<file path="src/rtl/load_store_unit_if.sv">
// Signal bundle between the EX/MEM register, the load/store unit, data_memory and writeback.
// The unit connects through the slave modport; the surrounding pipeline/bench uses master.
interface load_store_unit_if;
  logic        MEM_R_En_In;
  logic        MEM_W_En_In;
  logic [2:0]  MEM_Control_In;
  logic [31:0] Addr_In;
  logic [31:0] W_Data_In;
  logic [31:0] R_Data;
  logic        MEM_W_En;
  logic [2:0]  MEM_Control;
  logic [31:0] RW_Addr;
  logic [31:0] W_Data;
  logic [31:0] Load_Data;
  logic        Stall;
  logic        Misaligned_Fault;

  modport slave (
    input  MEM_R_En_In, MEM_W_En_In, MEM_Control_In, Addr_In, W_Data_In, R_Data,
    output MEM_W_En, MEM_Control, RW_Addr, W_Data, Load_Data, Stall, Misaligned_Fault
  );

  modport master (
    output MEM_R_En_In, MEM_W_En_In, MEM_Control_In, Addr_In, W_Data_In, R_Data,
    input  MEM_W_En, MEM_Control, RW_Addr, W_Data, Load_Data, Stall, Misaligned_Fault
  );
endinterface

</file>
<file path="src/rtl/load_store_unit.sv">
// Memory-stage load/store front end: aligned accesses pass straight through; misaligned ones are
// split into byte accesses when MISALIGNED_SPLIT_EN is defined, otherwise they raise a fault.
module load_store_unit (
  input  logic             CLK,
  input  logic             RST,
  load_store_unit_if.slave bus
);

  localparam logic [2:0] MEM_HALFWORD          = 3'b001;
  localparam logic [2:0] MEM_WORD              = 3'b010;
  localparam logic [2:0] MEM_HALFWORD_UNSIGNED = 3'b101;

  logic store_s;
  logic req_s;
  logic mis_s;

  // A store wins when both request lines are high.
  assign store_s = bus.MEM_W_En_In;
  assign req_s   = bus.MEM_R_En_In | bus.MEM_W_En_In;

  // Alignment check of the incoming request.
  always_comb begin
    mis_s = 1'b0;
    if (req_s) begin
      case (bus.MEM_Control_In)
        MEM_HALFWORD, MEM_HALFWORD_UNSIGNED: mis_s = bus.Addr_In[0];
        MEM_WORD:                            mis_s = (bus.Addr_In[1:0] != 2'b00);
        default:                             mis_s = 1'b0;
      endcase
    end else begin
      mis_s = 1'b0;
    end
  end

`ifdef MISALIGNED_SPLIT_EN

  localparam logic [2:0] MEM_BYTE          = 3'b000;
  localparam logic [2:0] MEM_BYTE_UNSIGNED = 3'b100;

  typedef enum logic [1:0] {
    IDLE   = 2'd0,
    SPLIT  = 2'd1,
    FINISH = 2'd2
  } state_t;

  state_t      state_q;
  logic [1:0]  idx_q;
  logic [1:0]  last_q;
  logic [31:0] addr_q;
  logic [31:0] wdata_q;
  logic [31:0] asm_q;
  logic [2:0]  ctrl_q;
  logic        store_q;
  logic        sel_q;

  logic        mem_w_en_s;
  logic [2:0]  mem_ctrl_s;
  logic [31:0] rw_addr_s;
  logic [31:0] w_data_s;
  logic        stall_s;
  logic [7:0]  byte_s;
  logic [31:0] ext_s;

  // Split sequencer; bytes arrive one cycle after issue and are shifted in from the top.
  always_ff @(posedge CLK or posedge RST) begin
    if (RST) begin
      state_q <= IDLE;
      idx_q   <= 2'd0;
      last_q  <= 2'd0;
      addr_q  <= 32'd0;
      wdata_q <= 32'd0;
      asm_q   <= 32'd0;
      ctrl_q  <= 3'b000;
      store_q <= 1'b0;
      sel_q   <= 1'b0;
    end else begin
      sel_q <= 1'b0;
      case (state_q)
        IDLE: begin
          if (mis_s) begin
            addr_q  <= bus.Addr_In;
            wdata_q <= bus.W_Data_In;
            ctrl_q  <= bus.MEM_Control_In;
            store_q <= store_s;
            last_q  <= (bus.MEM_Control_In == MEM_WORD) ? 2'd3 : 2'd1;
            idx_q   <= 2'd1;
            asm_q   <= 32'd0;
            state_q <= SPLIT;
          end else begin
            state_q <= IDLE;
          end
        end
        SPLIT: begin
          if (!store_q) begin
            asm_q <= {bus.R_Data[7:0], asm_q[31:8]};
          end
          if (idx_q == last_q) begin
            state_q <= FINISH;
          end else begin
            idx_q <= idx_q + 2'd1;
          end
        end
        FINISH: begin
          if (!store_q) begin
            asm_q <= {bus.R_Data[7:0], asm_q[31:8]};
          end
          sel_q   <= ~store_q;
          idx_q   <= 2'd0;
          state_q <= IDLE;
        end
        default: begin
          state_q <= IDLE;
        end
      endcase
    end
  end

  // Store byte selected by the split index.
  always_comb begin
    byte_s = 8'd0;
    case (idx_q)
      2'd0:    byte_s = wdata_q[7:0];
      2'd1:    byte_s = wdata_q[15:8];
      2'd2:    byte_s = wdata_q[23:16];
      2'd3:    byte_s = wdata_q[31:24];
      default: byte_s = 8'd0;
    endcase
  end

  // A halfword ends up in the top 16 bits of the assembly register after two shifts.
  always_comb begin
    ext_s = asm_q;
    case (ctrl_q)
      MEM_HALFWORD:          ext_s = {{16{asm_q[31]}}, asm_q[31:16]};
      MEM_HALFWORD_UNSIGNED: ext_s = {16'd0, asm_q[31:16]};
      default:               ext_s = asm_q;
    endcase
  end

  // Memory-port drive: passthrough in IDLE, byte accesses while splitting.
  always_comb begin
    mem_w_en_s = store_s;
    mem_ctrl_s = bus.MEM_Control_In;
    rw_addr_s  = bus.Addr_In;
    w_data_s   = bus.W_Data_In;
    stall_s    = 1'b0;
    if (RST) begin
      mem_w_en_s = 1'b0;
    end else begin
      case (state_q)
        IDLE: begin
          if (mis_s) begin
            mem_ctrl_s = store_s ? MEM_BYTE : MEM_BYTE_UNSIGNED;
            w_data_s   = {24'd0, bus.W_Data_In[7:0]};
            stall_s    = 1'b1;
          end else begin
            stall_s    = 1'b0;
          end
        end
        SPLIT: begin
          mem_w_en_s = store_q;
          mem_ctrl_s = store_q ? MEM_BYTE : MEM_BYTE_UNSIGNED;
          rw_addr_s  = addr_q + {30'd0, idx_q};
          w_data_s   = {24'd0, byte_s};
          stall_s    = 1'b1;
        end
        FINISH: begin
          mem_w_en_s = 1'b0;
        end
        default: begin
          mem_w_en_s = 1'b0;
        end
      endcase
    end
  end

  assign bus.MEM_W_En         = mem_w_en_s;
  assign bus.MEM_Control      = mem_ctrl_s;
  assign bus.RW_Addr          = rw_addr_s;
  assign bus.W_Data           = w_data_s;
  assign bus.Stall            = stall_s;
  assign bus.Load_Data        = sel_q ? ext_s : bus.R_Data;
  assign bus.Misaligned_Fault = 1'b0;

`else

  logic zero_q;

  // Remembers a faulted load so its writeback value is forced to zero.
  always_ff @(posedge CLK or posedge RST) begin
    if (RST) begin
      zero_q <= 1'b0;
    end else begin
      zero_q <= mis_s & ~store_s;
    end
  end

  assign bus.MEM_W_En         = store_s & ~mis_s & ~RST;
  assign bus.MEM_Control      = bus.MEM_Control_In;
  assign bus.RW_Addr          = bus.Addr_In;
  assign bus.W_Data           = bus.W_Data_In;
  assign bus.Stall            = 1'b0;
  assign bus.Load_Data        = zero_q ? 32'd0 : bus.R_Data;
  assign bus.Misaligned_Fault = mis_s & ~RST;

`endif

endmodule
</file>
<file path="src/flat_wrapper.sv">
// flat-port wrapper written by rule: the top's interface ports become plain ports
module load_store_unit_flat 
  (CLK, RST, bus_MEM_R_En_In, bus_MEM_W_En_In, bus_MEM_Control_In, bus_Addr_In, bus_W_Data_In, bus_R_Data, bus_MEM_W_En, bus_MEM_Control, bus_RW_Addr, bus_W_Data, bus_Load_Data, bus_Stall, bus_Misaligned_Fault);
  load_store_unit_if bus_i ();
  input  logic CLK;
  input  logic RST;
  input wire logic [$bits(bus_i.MEM_R_En_In)-1:0] bus_MEM_R_En_In;
  input wire logic [$bits(bus_i.MEM_W_En_In)-1:0] bus_MEM_W_En_In;
  input wire logic [$bits(bus_i.MEM_Control_In)-1:0] bus_MEM_Control_In;
  input wire logic [$bits(bus_i.Addr_In)-1:0] bus_Addr_In;
  input wire logic [$bits(bus_i.W_Data_In)-1:0] bus_W_Data_In;
  input wire logic [$bits(bus_i.R_Data)-1:0] bus_R_Data;
  output wire logic [$bits(bus_i.MEM_W_En)-1:0] bus_MEM_W_En;
  output wire logic [$bits(bus_i.MEM_Control)-1:0] bus_MEM_Control;
  output wire logic [$bits(bus_i.RW_Addr)-1:0] bus_RW_Addr;
  output wire logic [$bits(bus_i.W_Data)-1:0] bus_W_Data;
  output wire logic [$bits(bus_i.Load_Data)-1:0] bus_Load_Data;
  output wire logic [$bits(bus_i.Stall)-1:0] bus_Stall;
  output wire logic [$bits(bus_i.Misaligned_Fault)-1:0] bus_Misaligned_Fault;
  assign bus_i.MEM_R_En_In = bus_MEM_R_En_In;
  assign bus_i.MEM_W_En_In = bus_MEM_W_En_In;
  assign bus_i.MEM_Control_In = bus_MEM_Control_In;
  assign bus_i.Addr_In = bus_Addr_In;
  assign bus_i.W_Data_In = bus_W_Data_In;
  assign bus_i.R_Data = bus_R_Data;
  assign bus_MEM_W_En = bus_i.MEM_W_En;
  assign bus_MEM_Control = bus_i.MEM_Control;
  assign bus_RW_Addr = bus_i.RW_Addr;
  assign bus_W_Data = bus_i.W_Data;
  assign bus_Load_Data = bus_i.Load_Data;
  assign bus_Stall = bus_i.Stall;
  assign bus_Misaligned_Fault = bus_i.Misaligned_Fault;
  load_store_unit u_core (.CLK(CLK), .RST(RST), .bus(bus_i));
endmodule
</file>
<file path="config.mk">
export PLATFORM = sky130hd
export DESIGN_NAME = load_store_unit_flat
export DESIGN_NICKNAME = d
export VERILOG_FILES = /design/src/rtl/load_store_unit_if.sv /design/src/rtl/load_store_unit.sv /design/src/flat_wrapper.sv
export SDC_FILE = /design/constraint.sdc
export NUM_CORES = 1
export LEC_CHECK = 0
export CAP_MARGIN = 30
export CORE_MARGIN = 5
export CORE_UTILIZATION = 15
export CTS_CLUSTER_SIZE = 12
export DETAILED_ROUTE_END_ITERATION = 6
export GPL_TIMING_DRIVEN = 0
export PLACE_DENSITY_LB_ADDON = 0.15
export SETUP_SLACK_MARGIN = 0.1
export SYNTH_ARGS = -nofsm -noshare
export SYNTH_HDL_FRONTEND = slang
export SYNTH_SLANG_ARGS = --single-unit
export TNS_END_PERCENT = 20
</file>
<file path="constraint.sdc">
create_clock -name CLK -period 0.8 [get_ports CLK]
set_input_delay 0.08 -clock CLK [delete_from_list [all_inputs] [get_ports CLK]]
set_output_delay 0.08 -clock CLK [all_outputs]
set_load 0.05 [all_outputs]
</file>
Word-level counts from Yosys, hierarchy flattened --
Cells that the tools add are included.
Cells by class: multiplexer cells 3, equality and inequality tests 3, reduce and logical (&&, ||, !) cells 2, bitwise gates (word level) 8
Operator list (number):
- two-way mux 32 bit | 1
- AND 1 bit | 4
- == test 3 x 1 -> 1 bit (second input constant) | 1
- == test 3 x 2 -> 1 bit (second input constant) | 1
- == test 3 bit (second input constant) | 1
- inverter 1 bit | 3
- case mux 1 bit (2 select lines) | 1
- nonzero test 2 bit | 1
- OR reduction 2 bit | 1
- two-way mux 1 bit | 1
- bitwise OR 1 bit | 1
Word-level totals: logic and storage cells 17, bits in registers 1, input port bits 103, output and inout bits 102

Logic depth before layout (Yosys ltp) --
word-level depth 7, mapped depth 3, gate-level depth less buffers 3

Least setup slack after synthesis --
No wires, ideal clock.
path kind input port to output port, start input port bus_MEM_Control_In[2], end output port bus_Misaligned_Fault, setup slack -755 ps, arrival 1475 ps, required time 720 ps, stages 3, cell sequence and4bb_1 -> nor3_2 -> nor3_1
On the way: word-level cells in the longest chain between the ends 5, elaborated cells between the ends (all ways) 7
RTL lines:
- start, declared | RTL line flat_wrapper.sv:9 | input wire logic [$bits(bus_i.MEM_Control_In)-1:0] bus_MEM_Control_In;
- == test 3 x 1 -> 1 bit or == test 3 bit (tied branches) | RTL line load_store_unit.sv:25 | case (bus.MEM_Control_In)
- OR reduction 2 bit | RTL line load_store_unit.sv:25
- case mux 1 bit (2 select lines) (*) | RTL line load_store_unit.sv:25
- two-way mux 1 bit (*) | RTL line load_store_unit.sv:24 | if (req_s) begin
- AND 1 bit (*) | RTL line load_store_unit.sv:204 | assign bus.Misaligned_Fault = mis_s & ~RST;
- end, declared | RTL line flat_wrapper.sv:19 | output wire logic [$bits(bus_i.Misaligned_Fault)-1:0] bus_Misaligned_Fault;
Mark *: on every way between the ends. The rest lies on a longest branch, timed or not.

Worst setup path after layout --
start register u_core.zero_q, end output port bus_Load_Data[29]
On the way: word-level cells in the longest chain between the ends 1
RTL lines:
- start, declared | RTL line load_store_unit.sv:187 | logic zero_q;
- start signal, assigned | RTL line load_store_unit.sv:194 | zero_q <= mis_s & ~store_s;
- two-way mux 32 bit | RTL line load_store_unit.sv:203 | assign bus.Load_Data = zero_q ? 32'd0 : bus.R_Data;
- end, declared | RTL line flat_wrapper.sv:17 | output wire logic [$bits(bus_i.Load_Data)-1:0] bus_Load_Data;
No other way between the ends.

==> impl_metrics.tcl <==
set metrics [dict create \
    p_leak_nw 1.40 \
    hp-class "in -> async" \
    grtUsageTotal 0.114 \
    floorplan.rows 27 \
    placedInstanceArea_um2 2630 \
    synth_area_per_cell_um2 7.20 \
    end_kind "primary output" \
    nets 362 \
    worst_slack_ns -0.246 \
    drv_cap 0 \
    holdBufCountCts 0 \
    arrival_ns 0.97 \
    period_minus_slack_ns 1.05 \
    netlist.area_leader.share 0.622 \
    grt_pass1_vias 1255 \
    largest_reg_flops 1 \
    synth_top_family_by_area "buffers and inverters" \
    path_clk_slew_ns 0 \
    yosysSeqAreaShare 0.0305 \
    dieArea_um2 7050 \
    antenna_cells 0 \
    syn_to_final_growth_pct 212 \
    setup_violations 35 \
    ys.flop_type "dfrtp_1" \
    finalHoldViolCount 0 \
    yosys.area_share.adder 0 \
    synth_cells 114 \
    yosysMostFrequentCell "buf_4" \
    ys_async_sr_fraction 1.00 \
    power_frac_seq 0.024 \
    layout-drive-gt1-share 0.844 \
    synth_top_cell_by_area "buf_4" \
    intPower_mw 1.04 \
    vias 1126 \
    critPathLaunchType "flip-flop" \
    p_per_area_nw_per_um2 935 \
    fmax_ghz 0.956 \
    synth-seq-cells 1 \
    drt_pass1_iterations 4 \
    routabilityCongestion 0.747 \
    crit_fanout 10 \
    start_util 0.152 \
    p_sw_frac 0.564 \
    power.total_mw 2.40 \
    ant_nets 0 \
    synth_edf_count 0 \
    synth_commonest_cells "buf_4 (68), nor2b_1 (32), clkbuf_1 (3)" \
    coreArea_um2 5410 \
    status "complete, but fails checks" \
    grt_max_degree 11 \
    top_regs "u_core.zero_q (1)" \
    pin_count 205 \
    synthTopCellsByArea "buf_4 (62%), nor2b_1 (24%), and4bb_1 (3.0%)" \
    peakVddDrop_v 0.000505 \
    p_switching_mw 1.35 \
    die_w_um 84.0 \
    synth_compound_area_frac 0 \
    rsz0062_at_grt "true" \
    antenna_found_initial 0 \
    synth-xor-area-share 0 \
    final_max_slew_viol_count 0 \
    p_clk_frac 0 \
    required_ns 0.72 \
    wl_per_cell_um 14.1 \
    synth_area_um2 821 \
    grt_pass1_wl_um 6760 \
    violations "setup timing" \
    route.detailed.drc 0 \
    chipHeight_um 84.0 \
    syn_nets 217 \
    port-buffer-count 141 \
    hold_ws_ns 0.122 \
    synth-simple-area-share 0.325 \
    fin_area_um2 2560 \
    synth_mux_area_frac 0 \
    ys_types 13 \
    viasPerCell 3.42 \
    worstSetupPathType "reg -> out" \
    dp_hpwl_um 4360 \
    wl_um 4630 \
    largest-register "u_core.zero_q" \
    global_route.overflow_total 0 \
    finalCritPeriodShare 1.31 \
    drt_iter0_drc 14 \
    p_comb_frac 0.976 \
    ys_warn_count 0 \
]
==> per-layer routing <==
metal / global-route usage / wire, µm / vias up
met5: 0 / 0 / -
met4: 0 / 0 / 0
met3: 0.0523 / 577 / 0
met2: 0.234 / 2750 / 84
met1: 0.107 / 1300 / 479
li1: - / - / 563
==> worst paths after layout <==
check                           startpoint                end  slack (ns)  depth (start not counted)
max in group asynchronous              RST      u_core.zero_q        0.56                          2
min                                    RST      u_core.zero_q        0.12                          2
max                          u_core.zero_q  bus_Load_Data[29]       -0.25                          3
min in group CLK           bus_Addr_In[30]    bus_RW_Addr[30]        0.41                          2
==> power groups by stage <==
| stage | combinational, mW | sequential, mW | clock (mW) |
|---|---|---|---|
| after detailed placement | 2.33 | 0.0585 | 0 |
| after global placement | 2.33 | 0.0586 | 0 |
| after global routing | 2.42 | 0.0586 | 0 |
| after floorplan | 1.56 | 0.0573 | 0 |
| after CTS | 2.34 | 0.0587 | 0 |
| final | 2.34 | 0.0583 | 0 |
==> cells in the final DEF (no fill, tap or decap), drive strengths merged <==
master / netlist / routed
nor3: 2 / 2
inv: 1 / 1
and3: 1 / 1
dlygate4sd2: 0 / 5
nor3b: 1 / 1
nor2b: 32 / 32
and3b: 1 / 1
and4bb: 2 / 2
buf: 68 / 176
nor2: 1 / 1
dfrtp: 1 / 1
clkbuf: 3 / 3
clkdlybuf4s50: 0 / 30
conb: 1 / 1
==> cell type report <==
type                    instances  area [µm²]
inverters                       1        3.75
flip-flops and latches          1        26.3
fillers                       542        2840
multi-input cells              41         536
repair buffers                143        1320
well taps                      72        90.1
plain buffers                  71         586
==> through the flow <==
stage | util | worst slack, ns | instances | TNS (ns)
2_1_floorplan | - | -0.231 | 114 | -7.62
3_3_place_gp | 0.487 | -1.49 | 327 | -49.59
3_5_place_dp | 0.487 | -1.51 | 327 | -49.52
4_1_cts | 0.468 | -0.260 | 328 | -8.26
5_1_grt | 0.474 | -0.283 | 329 | -8.84
6_report | 0.474 | -0.246 | 329 | -7.92
==> worst max-delay path, stage by stage, from the launching register on <==
cell	delay, ns
dfrtp_2	0.46
clkbuf_16	0.22
nor2b_4	0.13
buf_8	0.15
==> cells by family after synthesis <==
group	after synthesis
DFF	1
buffers and inverters	72
other	1
and+or+nand+nor	40
==> timing repair <==
item,CTS,global route
setup endpoints to repair,102,35
buffers inserted,1,1
pin swaps,5,2
resized for setup,344,6
(Power assumes the default switching activity.)
